`config.mk`:
```
export PLATFORM = sky130hd
export DESIGN_NAME = game_timer_ctrl
export DESIGN_NICKNAME = d
export VERILOG_FILES = /design/src/rtl/game_timer_ctrl.sv
export SDC_FILE = /design/constraint.sdc
export NUM_CORES = 1
export LEC_CHECK = 0
export ABC_AREA = 1
export ABC_CLOCK_PERIOD_IN_PS = 4400
export CAP_MARGIN = 10
export CELL_PAD_IN_SITES_DETAIL_PLACEMENT = 0
export CELL_PAD_IN_SITES_GLOBAL_PLACEMENT = 1
export CORE_MARGIN = 3
export CORE_UTILIZATION = 42
export CTS_CLUSTER_SIZE = 24
export DETAILED_ROUTE_END_ITERATION = 12
export PLACE_DENSITY = 0.81
export SYNTH_ARGS = -nofsm -noshare
export SYNTH_HDL_FRONTEND = slang
export SYNTH_SLANG_ARGS = --single-unit
```
`constraint.sdc`:
```
create_clock -name clk -period 4.4 [get_ports clk]
set_clock_uncertainty 0.05 [all_clocks]
set_input_delay 0.44 -clock clk [delete_from_list [all_inputs] [get_ports clk]]
set_output_delay 0.44 -clock clk [all_outputs]
set_load 0.01 [all_outputs]
```
`src/rtl/game_timer_ctrl.sv`:
```
// rtl/game_timer_ctrl.sv - level countdown timer with 1 s prescaler, BCD digits and low-time blink
// Optional feature macro: TIME_BONUS_EN (adds bonus_pulse, BONUS_SEC and MAX_SEC)

module game_timer_ctrl #(
   parameter int CLK_HZ     = 31_500_000,
   parameter int LEVEL1_SEC = 120,
   parameter int LEVEL2_SEC = 90,
`ifdef TIME_BONUS_EN
   parameter int BONUS_SEC  = 15,
   parameter int MAX_SEC    = 240,
`endif
   parameter int WARN_SEC   = 10
) (
   input  logic       clk,
   input  logic       resetN,
   input  logic       game_on,
   input  logic [1:0] level_sel,
   input  logic       timer_restart,
   input  logic       freeze,
`ifdef TIME_BONUS_EN
   input  logic       bonus_pulse,
`endif
   output logic       one_sec_pulse,
   output logic       timer_ended,
   output logic [7:0] time_left,
   output logic [3:0] dig_hund,
   output logic [3:0] dig_tens,
   output logic [3:0] dig_ones,
   output logic       warn_blink
);

   localparam int CNT_W = $clog2(CLK_HZ);
   localparam logic [CNT_W-1:0] CNT_LAST = CNT_W'(CLK_HZ - 1);
   localparam logic [CNT_W-1:0] CNT_HALF = CNT_W'(CLK_HZ / 2 - 1);

   typedef enum logic [1:0] {
      S_IDLE    = 2'd0,
      S_LOAD    = 2'd1,
      S_RUN     = 2'd2,
      S_EXPIRED = 2'd3
   } state_t;

   state_t           state;
   state_t           state_nxt;
   logic [CNT_W-1:0] presc_cnt;
   logic             half_tick;
   logic             game_on_d;
   logic             game_on_rise;
   logic [7:0]       budget;
   logic [7:0]       tl_bonus;
   logic [7:0]       tl_run;
   logic             dec_en;
   logic             tl_load;
   logic             tl_upd;
   logic             tl_clear;
   logic             warn_window;
   logic [11:0]      bcd;

   // Free-running prescaler, wraps every CLK_HZ cycles regardless of state
   always_ff @(posedge clk or negedge resetN) begin
      if (!resetN) begin
         presc_cnt <= '0;
      end else if (presc_cnt == CNT_LAST) begin
         presc_cnt <= '0;
      end else begin
         presc_cnt <= presc_cnt + 1'b1;
      end
   end

   assign one_sec_pulse = (presc_cnt == CNT_LAST);
   assign half_tick     = (presc_cnt == CNT_HALF) || (presc_cnt == CNT_LAST);

   // Registered copy of game_on for rising-edge detection
   always_ff @(posedge clk or negedge resetN) begin
      if (!resetN) begin
         game_on_d <= 1'b0;
      end else begin
         game_on_d <= game_on;
      end
   end

   assign game_on_rise = game_on && !game_on_d;

   // level 2 has its own budget; every other encoding uses the level 1 budget
   assign budget = (level_sel == 2'd2) ? 8'(LEVEL2_SEC) : 8'(LEVEL1_SEC);

   // Running-time arithmetic: saturating bonus first, then the one-second decrement
   always_comb begin
      tl_bonus = time_left;
`ifdef TIME_BONUS_EN
      if (bonus_pulse) begin
         if (({1'b0, time_left} + 9'(BONUS_SEC)) > 9'(MAX_SEC)) begin
            tl_bonus = 8'(MAX_SEC);
         end else begin
            tl_bonus = time_left + 8'(BONUS_SEC);
         end
      end
`endif
      dec_en = one_sec_pulse && !freeze && (tl_bonus != 8'd0);
      tl_run = dec_en ? (tl_bonus - 8'd1) : tl_bonus;
   end

   // FSM state register
   always_ff @(posedge clk or negedge resetN) begin
      if (!resetN) begin
         state <= S_IDLE;
      end else begin
         state <= state_nxt;
      end
   end

   // FSM next state; restart outranks a falling game_on, which outranks expiry
   always_comb begin
      state_nxt = state;
      case (state)
         S_IDLE: begin
            if (timer_restart || game_on_rise) begin
               state_nxt = S_LOAD;
            end
         end
         S_LOAD: begin
            state_nxt = S_RUN;
         end
         S_RUN: begin
            if (timer_restart) begin
               state_nxt = S_LOAD;
            end else if (!game_on) begin
               state_nxt = S_IDLE;
            end else if (dec_en && (tl_run == 8'd0)) begin
               state_nxt = S_EXPIRED;
            end
         end
         S_EXPIRED: begin
            if (timer_restart) begin
               state_nxt = S_LOAD;
            end else if (!game_on) begin
               state_nxt = S_IDLE;
            end
         end
         default: begin
            state_nxt = S_IDLE;
         end
      endcase
   end

   // FSM outputs and time_left update strobes
   always_comb begin
      timer_ended = (state == S_EXPIRED);
      tl_load     = (state == S_LOAD);
      tl_clear    = (state == S_EXPIRED);
      tl_upd      = (state == S_RUN) && !timer_restart && game_on;
      warn_window = (state == S_RUN) && (time_left != 8'd0) &&
                    (time_left <= 8'(WARN_SEC));
   end

   // Remaining-time register; held in IDLE so the HUD keeps the last value
   always_ff @(posedge clk or negedge resetN) begin
      if (!resetN) begin
         time_left <= 8'd0;
      end else if (tl_load) begin
         time_left <= budget;
      end else if (tl_clear) begin
         time_left <= 8'd0;
      end else if (tl_upd) begin
         time_left <= tl_run;
      end
   end

   // Blink phase toggles on each half second inside the warning window
   always_ff @(posedge clk or negedge resetN) begin
      if (!resetN) begin
         warn_blink <= 1'b0;
      end else if (!warn_window) begin
         warn_blink <= 1'b0;
      end else if (half_tick) begin
         warn_blink <= !warn_blink;
      end
   end

   // Double-dabble binary to BCD conversion of time_left
   always_comb begin
      bcd = 12'd0;
      for (int i = 7; i >= 0; i--) begin
         if (bcd[3:0] > 4'd4) begin
            bcd[3:0] = bcd[3:0] + 4'd3;
         end
         if (bcd[7:4] > 4'd4) begin
            bcd[7:4] = bcd[7:4] + 4'd3;
         end
         if (bcd[11:8] > 4'd4) begin
            bcd[11:8] = bcd[11:8] + 4'd3;
         end
         bcd = {bcd[10:0], time_left[i]};
      end
   end

   // Digits are registered, trailing time_left by one cycle
   always_ff @(posedge clk or negedge resetN) begin
      if (!resetN) begin
         dig_hund <= 4'd0;
         dig_tens <= 4'd0;
         dig_ones <= 4'd0;
      end else begin
         dig_hund <= bcd[11:8];
         dig_tens <= bcd[7:4];
         dig_ones <= bcd[3:0];
      end
   end

endmodule
```
==> impl_metrics.ini, run 1 <==
[finish]
antenna-diode-count = 0
fin_area_um2 = 3640
layoutNonFillerInstCount = 571
nFillCells = 755
nets = 490
area_growth_pct = 14.3
drive_above_1_share_pct = 6.14

[synthesis]
netlist_top_cells_count = 95 x nand2_1, 77 x inv_1, 47 x dfrtp_1
ys_seq_area_share_pct = 37.0
synth_edf_count = 0
synth_most_common_cell = nand2_1
ys.warnings.count = 0
synth-main-ff-cell = dfrtp_1
avgSynthCellArea_um2 = 7.24
yosys.area.top_type = dfrtp_1
yosys.cell_types.count = 37
ys_ff_latch = 47
async_flop_share_pct = 100
synthTopCellsByArea = dfrtp_1 37%, nand2_1 11%, inv_1 9.1%
synth_cells = 439
netlist_area_um2 = 3180
synth_top_area_share_pct = 37.0

[critical_path]
path_buf_inv = 6
crit_top_cell = nand2_1
crit_family = simple AND/OR/NAND/NOR gates
path_class = reg -> reg
end_kind = flop
crit_arrival_ns = 3.87
cp_max_fo = 7
cp_slowest_cell = dfrtp_1
worstSetupStartpointType = flop
critPathMaxStageDelay_ns = 0.47
required_ns = 4.58

[clock_network]
cts_tree = yes
cts_num_sinks = 47
cts_hold_buf = 0
cts_setup_buffers = 0
cts_resized = 0
ctsLongestPathBuffers = 2
htreeDepth = 2
cts_root_buffer = clkbuf_8
cts_buffers = 5
clkLatencyLatePin_ns = 0.30
clk_pin_slew_worst_paths_ns = 0.09

[timing]
hold-worst-slack_ns = 0.178
hold_viol_final = 0
rsz0062_at_grt = false
fin_crit_ns = 3.69
fmax_mhz = 271
relSlewSlack_pct = 58.0
worstMarginPinSlew_ns = 0.630
fin_setup_tns_ns = 0
drv_slew = 0
fin_crit_sh_pct = 83.9
setup_violations = 0

[global_route]
grt_most_used_layer = met2
grt_max_degree = 48
grt_util_met1_pct = 24.4
grt.total_usage_pct = 18.5
antenna_found_initial = 0
first_global_vias = 2810
grt_first_pass_wirelength_mm = 12.9
grt_overflow = 0
gr-usage-met2_pct = 30.8
use_met3_pct = 2.57

[floorplan]
core_area_um2 = 7290
die_h_um = 93.0
dieArea_um2 = 8650
start_util_pct = 43.6
fp.dieW_um = 93.0
io_pins = 30
rows = 31

[pwr]
max-vdd-ir-drop_uv = 340
p_leak_uw = 0.00180
cellPowerDensity_nw_per_um2 = 621
power_uw = 2260

[drt]
drt_first_pass_iters = 4
first_iter_violations = 121
routed-via-count = 2867
drc = 0
viasPerCell = 5.02
ant_nets = 0
wl_per_cell_um = 12.9
routed_wl_mm = 7.38

[placement]
place_congestion = 0.841
dpl.cell_count = 563
hpwlAfterDp_mm = 5.61
io_buffer_count = 27
post_dp_cell_area_um2 = 3550

[status]
status = finished, final reports clean

[flow_run]
max-cap-violations = 0

[worst_hold_path]
hp-class = in -> async
## final timing paths
check / end / cells after the start / start / slack [ns]
setup / recovery: dig_tens[2]$_DFF_PN0_ / 27 / time_left[5]$_DFFE_PN0P_ / 0.71
hold / removal: presc_cnt[21]$_DFF_PN0_ / 2 / resetN / 0.18
setup reg to reg: dig_tens[2]$_DFF_PN0_ / 27 / time_left[5]$_DFFE_PN0P_ / 0.71
hold reg to reg: dig_ones[0]$_DFF_PN0_ / 0 / time_left[0]$_DFFE_PN0P_ / 0.39
max in group asynchronous: dig_tens[1]$_DFF_PN0_ / 2 / resetN / 3.69
min in group clk: dig_ones[0]$_DFF_PN0_ / 0 / time_left[0]$_DFFE_PN0P_ / 0.39
## layer usage
layer / vias up / share of wire, %
met5: - / 0
met3: 13 / 3.5
li1: 1471 / -
met4: 0 / 1.9
met2: 66 / 49
met1: 1317 / 45
## cell families after synthesis
family | after synthesis | synth area share (%)
xor+xnor | 18 | 5.19
buf+inv | 83 | 10.1
other cells | 1 | 0.118
simple gates | 234 | 34.7
fa+ha+maj | 12 | 4.72
compound gates | 44 | 8.18
flops | 47 | 37.0
## flip-flops by register name, summed over array words and instances, names as in the netlist
name	cells
presc_cnt	25
dig_tens	4
time_left	8
dig_ones	4
dig_hund	2
warn_blink	1
game_on_d	1
state	2
## final cells by class
| cell class | instances | area (um^2) | area share, % |
|---|---|---|---|
| multi-input cells | 310 | 1690 | 46.4 |
| flip-flops and latches | 47 | 1180 | 32.3 |
| inverters | 79 | 297 | 8.16 |
| repair buffers | 28 | 273 | 7.50 |
| well taps | 99 | 124 | 3.41 |
| clock buffers | 7 | 76.3 | 2.10 |
| clock inverters | 1 | 5.00 | 0.138 |
## report_power, final
group / internal (uW) / switching (uW)
logic: 545 / 879
registers: 513 / 61.2
clock network: 112 / 148
total: 1170 / 1090
## per-stage QoR
stage / setup WS, ns / utilization (%)
global placement: 0.862 / 48.7
detailed placement: 0.749 / 48.7
floorplan: 1.04 / -
finish: 0.706 / 49.9
CTS: 0.713 / 49.9
global route: 0.315 / 49.9
## cell usage in the layout, fill, tap and decap left out, types with 12 or more instances in the layout
cell type        instances
a21oi_1                 14
clkdlybuf4s50_1         26
dfrtp_1                 47
ha_1                    12
inv_1                   77
nand2_1                 95
nand3_1                 37
nand4_1                 19
nor2_1                  43
nor3_1                  17
o21ai_0                 17
xor2_1                  15
Power figures use the tool's default switching activity.
==> run 2: changes to the inputs <==
--- a/config.mk
+++ b/config.mk
@@ -6,15 +6,15 @@
 export NUM_CORES = 1
 export LEC_CHECK = 0
 export ABC_AREA = 1
-export ABC_CLOCK_PERIOD_IN_PS = 4400
+export ABC_CLOCK_PERIOD_IN_PS = 3280
 export CAP_MARGIN = 10
 export CELL_PAD_IN_SITES_DETAIL_PLACEMENT = 0
 export CELL_PAD_IN_SITES_GLOBAL_PLACEMENT = 1
 export CORE_MARGIN = 3
-export CORE_UTILIZATION = 42
+export CORE_UTILIZATION = 38
 export CTS_CLUSTER_SIZE = 24
 export DETAILED_ROUTE_END_ITERATION = 12
-export PLACE_DENSITY = 0.81
+export PLACE_DENSITY = 0.77
 export SYNTH_ARGS = -nofsm -noshare
 export SYNTH_HDL_FRONTEND = slang
 export SYNTH_SLANG_ARGS = --single-unit
==> constraint.sdc (replaced) <==
create_clock -name clk -period 3.28 [get_ports clk]
set_clock_uncertainty 0.05 [all_clocks]
set_input_delay 0.328 -clock clk [delete_from_list [all_inputs] [get_ports clk]]
set_output_delay 0.328 -clock clk [all_outputs]
set_load 0.01 [all_outputs]
==> run 2 against run 1 <==
Clock power up 30%. Cell count increased by 3.5%. Die area rose by 9.8%. Sequential share of layout area shrank 1.9 points. Non-clock buffer count rose by 17. Largest cell class unchanged. First-iteration DRC count grew 25%. Total power rose by 54%. Via count grew 2.2%.
==> impl_metrics.ini, run 2 (synthesis results as in run 1) <==
[status]
status = finished, final reports clean

[floorplan]
die_h_um = 97.5
core_area_um2 = 7930
start_util_pct = 40.1
rows = 32
dieArea_um2 = 9500
fp.dieW_um = 97.5
io_pins = 30

[finish]
reg_top3 = presc_cnt x25, time_left x8
antenna-diode-count = 0
nFillCells = 806
top_register = presc_cnt
nets = 507
layoutNonFillerInstCount = 591
drive_above_1_share_pct = 14.1
final_common_cell = nand2_1
area_growth_pct = 21.9
final_cell_mix = 85 x nand2_1, 71 x inv_1, 45 x dfrtp_1
largest_reg_flops = 25

[drt]
viasPerCell = 4.96
drc = 0
wl_per_cell_um = 13.0
ant_nets = 0
drt_first_pass_iters = 4
routed-via-count = 2929
routed_wl_mm = 7.70
first_iter_violations = 151

[critical_path]
end_kind = flop
crit_arrival_ns = 3.31
required_ns = 3.45
cp_max_fo = 4
path_class = reg -> reg
worstSetupStartpointType = flop

[flow_run]
max-cap-violations = 0

[placement]
hpwlAfterDp_mm = 5.83
dpl.cell_count = 573
io_buffer_count = 27
place_congestion = 0.842

[global_route]
grt_overflow = 0
grt.total_usage_pct = 16.0
grt_max_degree = 47
first_global_vias = 2775
antenna_found_initial = 0
grt_first_pass_wirelength_mm = 12.8

[clock_network]
htreeDepth = 2
cts_tree = yes
clkLatencyLatePin_ns = 0.30
ctsLongestPathBuffers = 2
cts_root_buffer = clkbuf_8
cts_num_sinks = 47
cts_buffers = 5
clk_pin_slew_worst_paths_ns = 0.09
cts_hold_buf = 0

[timing]
relSlewSlack_pct = 29.8
setup_violations = 0
drv_slew = 0
worstMarginPinSlew_ns = 1.05
fin_crit_sh_pct = 95.8
hold_viol_final = 0
fin_crit_ns = 3.14
fmax_mhz = 318
hold-worst-slack_ns = 0.159

[pwr]
max-vdd-ir-drop_uv = 472
p_leak_uw = 0.00188
cellPowerDensity_nw_per_um2 = 898

[worst_hold_path]
hp-class = in -> async
## run 2: cell count changes in the layout (fill, tap and decap cells not counted), moves of 6 or more
cell and change:
inv_1 -6, nand2_1 -10, nand2_2 +8, buf_4 +17
## run 2: routing by layer
metal	global-route usage (%)	up-vias	routed length, um
met5	0	-	0
met4	3.83	0	81
met3	2.87	7	249
met2	24.5	52	3460
met1	23.5	1360	3910
li1	-	1510	-
## run 2: area by class of cell
cell class                 count  area, um^2  area share, %
multi-input combinational    310        1790           46.1
clock inverter                 1        5.00          0.129
inverter                      79         302           7.78
sequential                    47        1180           30.4
timing repair buffer          45         400           10.3
clock buffer                   7        76.3           1.97
tap                          102         128           3.29
## run 2: stage by stage
| stage | setup TNS [ns] | util [%] | total power [uW] | area [um^2] | worst slack (ns) |
|---|---|---|---|---|---|
| finish | 0 | 48.9 | 3480 | 3880 | 0.137 |
| global route | -0.192 | 48.9 | 3860 | 3880 | -0.0554 |
| CTS | 0 | 47.2 | 3250 | 3740 | 0.000577 |
| detailed placement | -0.303 | 45.6 | 2810 | 3610 | -0.140 |
| global placement | 0 | 45.6 | 2750 | 3610 | 0.0433 |
| floorplan | 0 | - | 2240 | 3190 | 0.00672 |
## run 2: path summary, 6_finish.rpt
path / startpoint / end / slack [ns] / cells past startpoint
max: time_left[6]$_DFFE_PN0P_ / dig_tens[2]$_DFF_PN0_ / 0.14 / 26
min: resetN / presc_cnt[0]$_DFF_PN0_ / 0.16 / 1
max reg2reg: time_left[6]$_DFFE_PN0P_ / dig_tens[2]$_DFF_PN0_ / 0.14 / 26
min reg2reg: time_left[0]$_DFFE_PN0P_ / dig_ones[0]$_DFF_PN0_ / 0.42 / 0
max in group asynchronous: resetN / time_left[7]$_DFFE_PN0P_ / 2.29 / 1
min in group clk: time_left[0]$_DFFE_PN0P_ / dig_ones[0]$_DFF_PN0_ / 0.42 / 0
## run 2: where the power goes
part | switching, uW | internal, uW
logic | 1360 | 1030
registers | 63.1 | 690
clock network | 187 | 150
total | 1620 | 1870
## run 2: repair_timing
action | 4_1_cts | 5_1_grt
pin swaps | 4 | 8
setup endpoints to repair | 6 | 8
buffers inserted | 4 | 6
gates cloned | 0 | 0
gates resized for setup | 4 | 24
## run 2: critical path: stages, from the launching register on
cell	delay, ns
dfrtp_1	0.36
inv_2	0.06
ha_4	0.17
inv_4	0.07
ha_4	0.14
inv_1	0.06
nand2_2	0.09
nand3_4	0.11
nand2_4	0.10
nand2_2	0.06
nand2_2	0.07
nand3_2	0.10
nand2_4	0.12
nand3_1	0.08
nand2_2	0.09
inv_1	0.05
ha_1	0.18
inv_2	0.06
nand3_2	0.07
nand3b_1	0.18
nand2_1	0.11
inv_2	0.06
ha_4	0.16
nand3b_1	0.19
nand2_2	0.10
nor2_1	0.05
a21oi_1	0.12
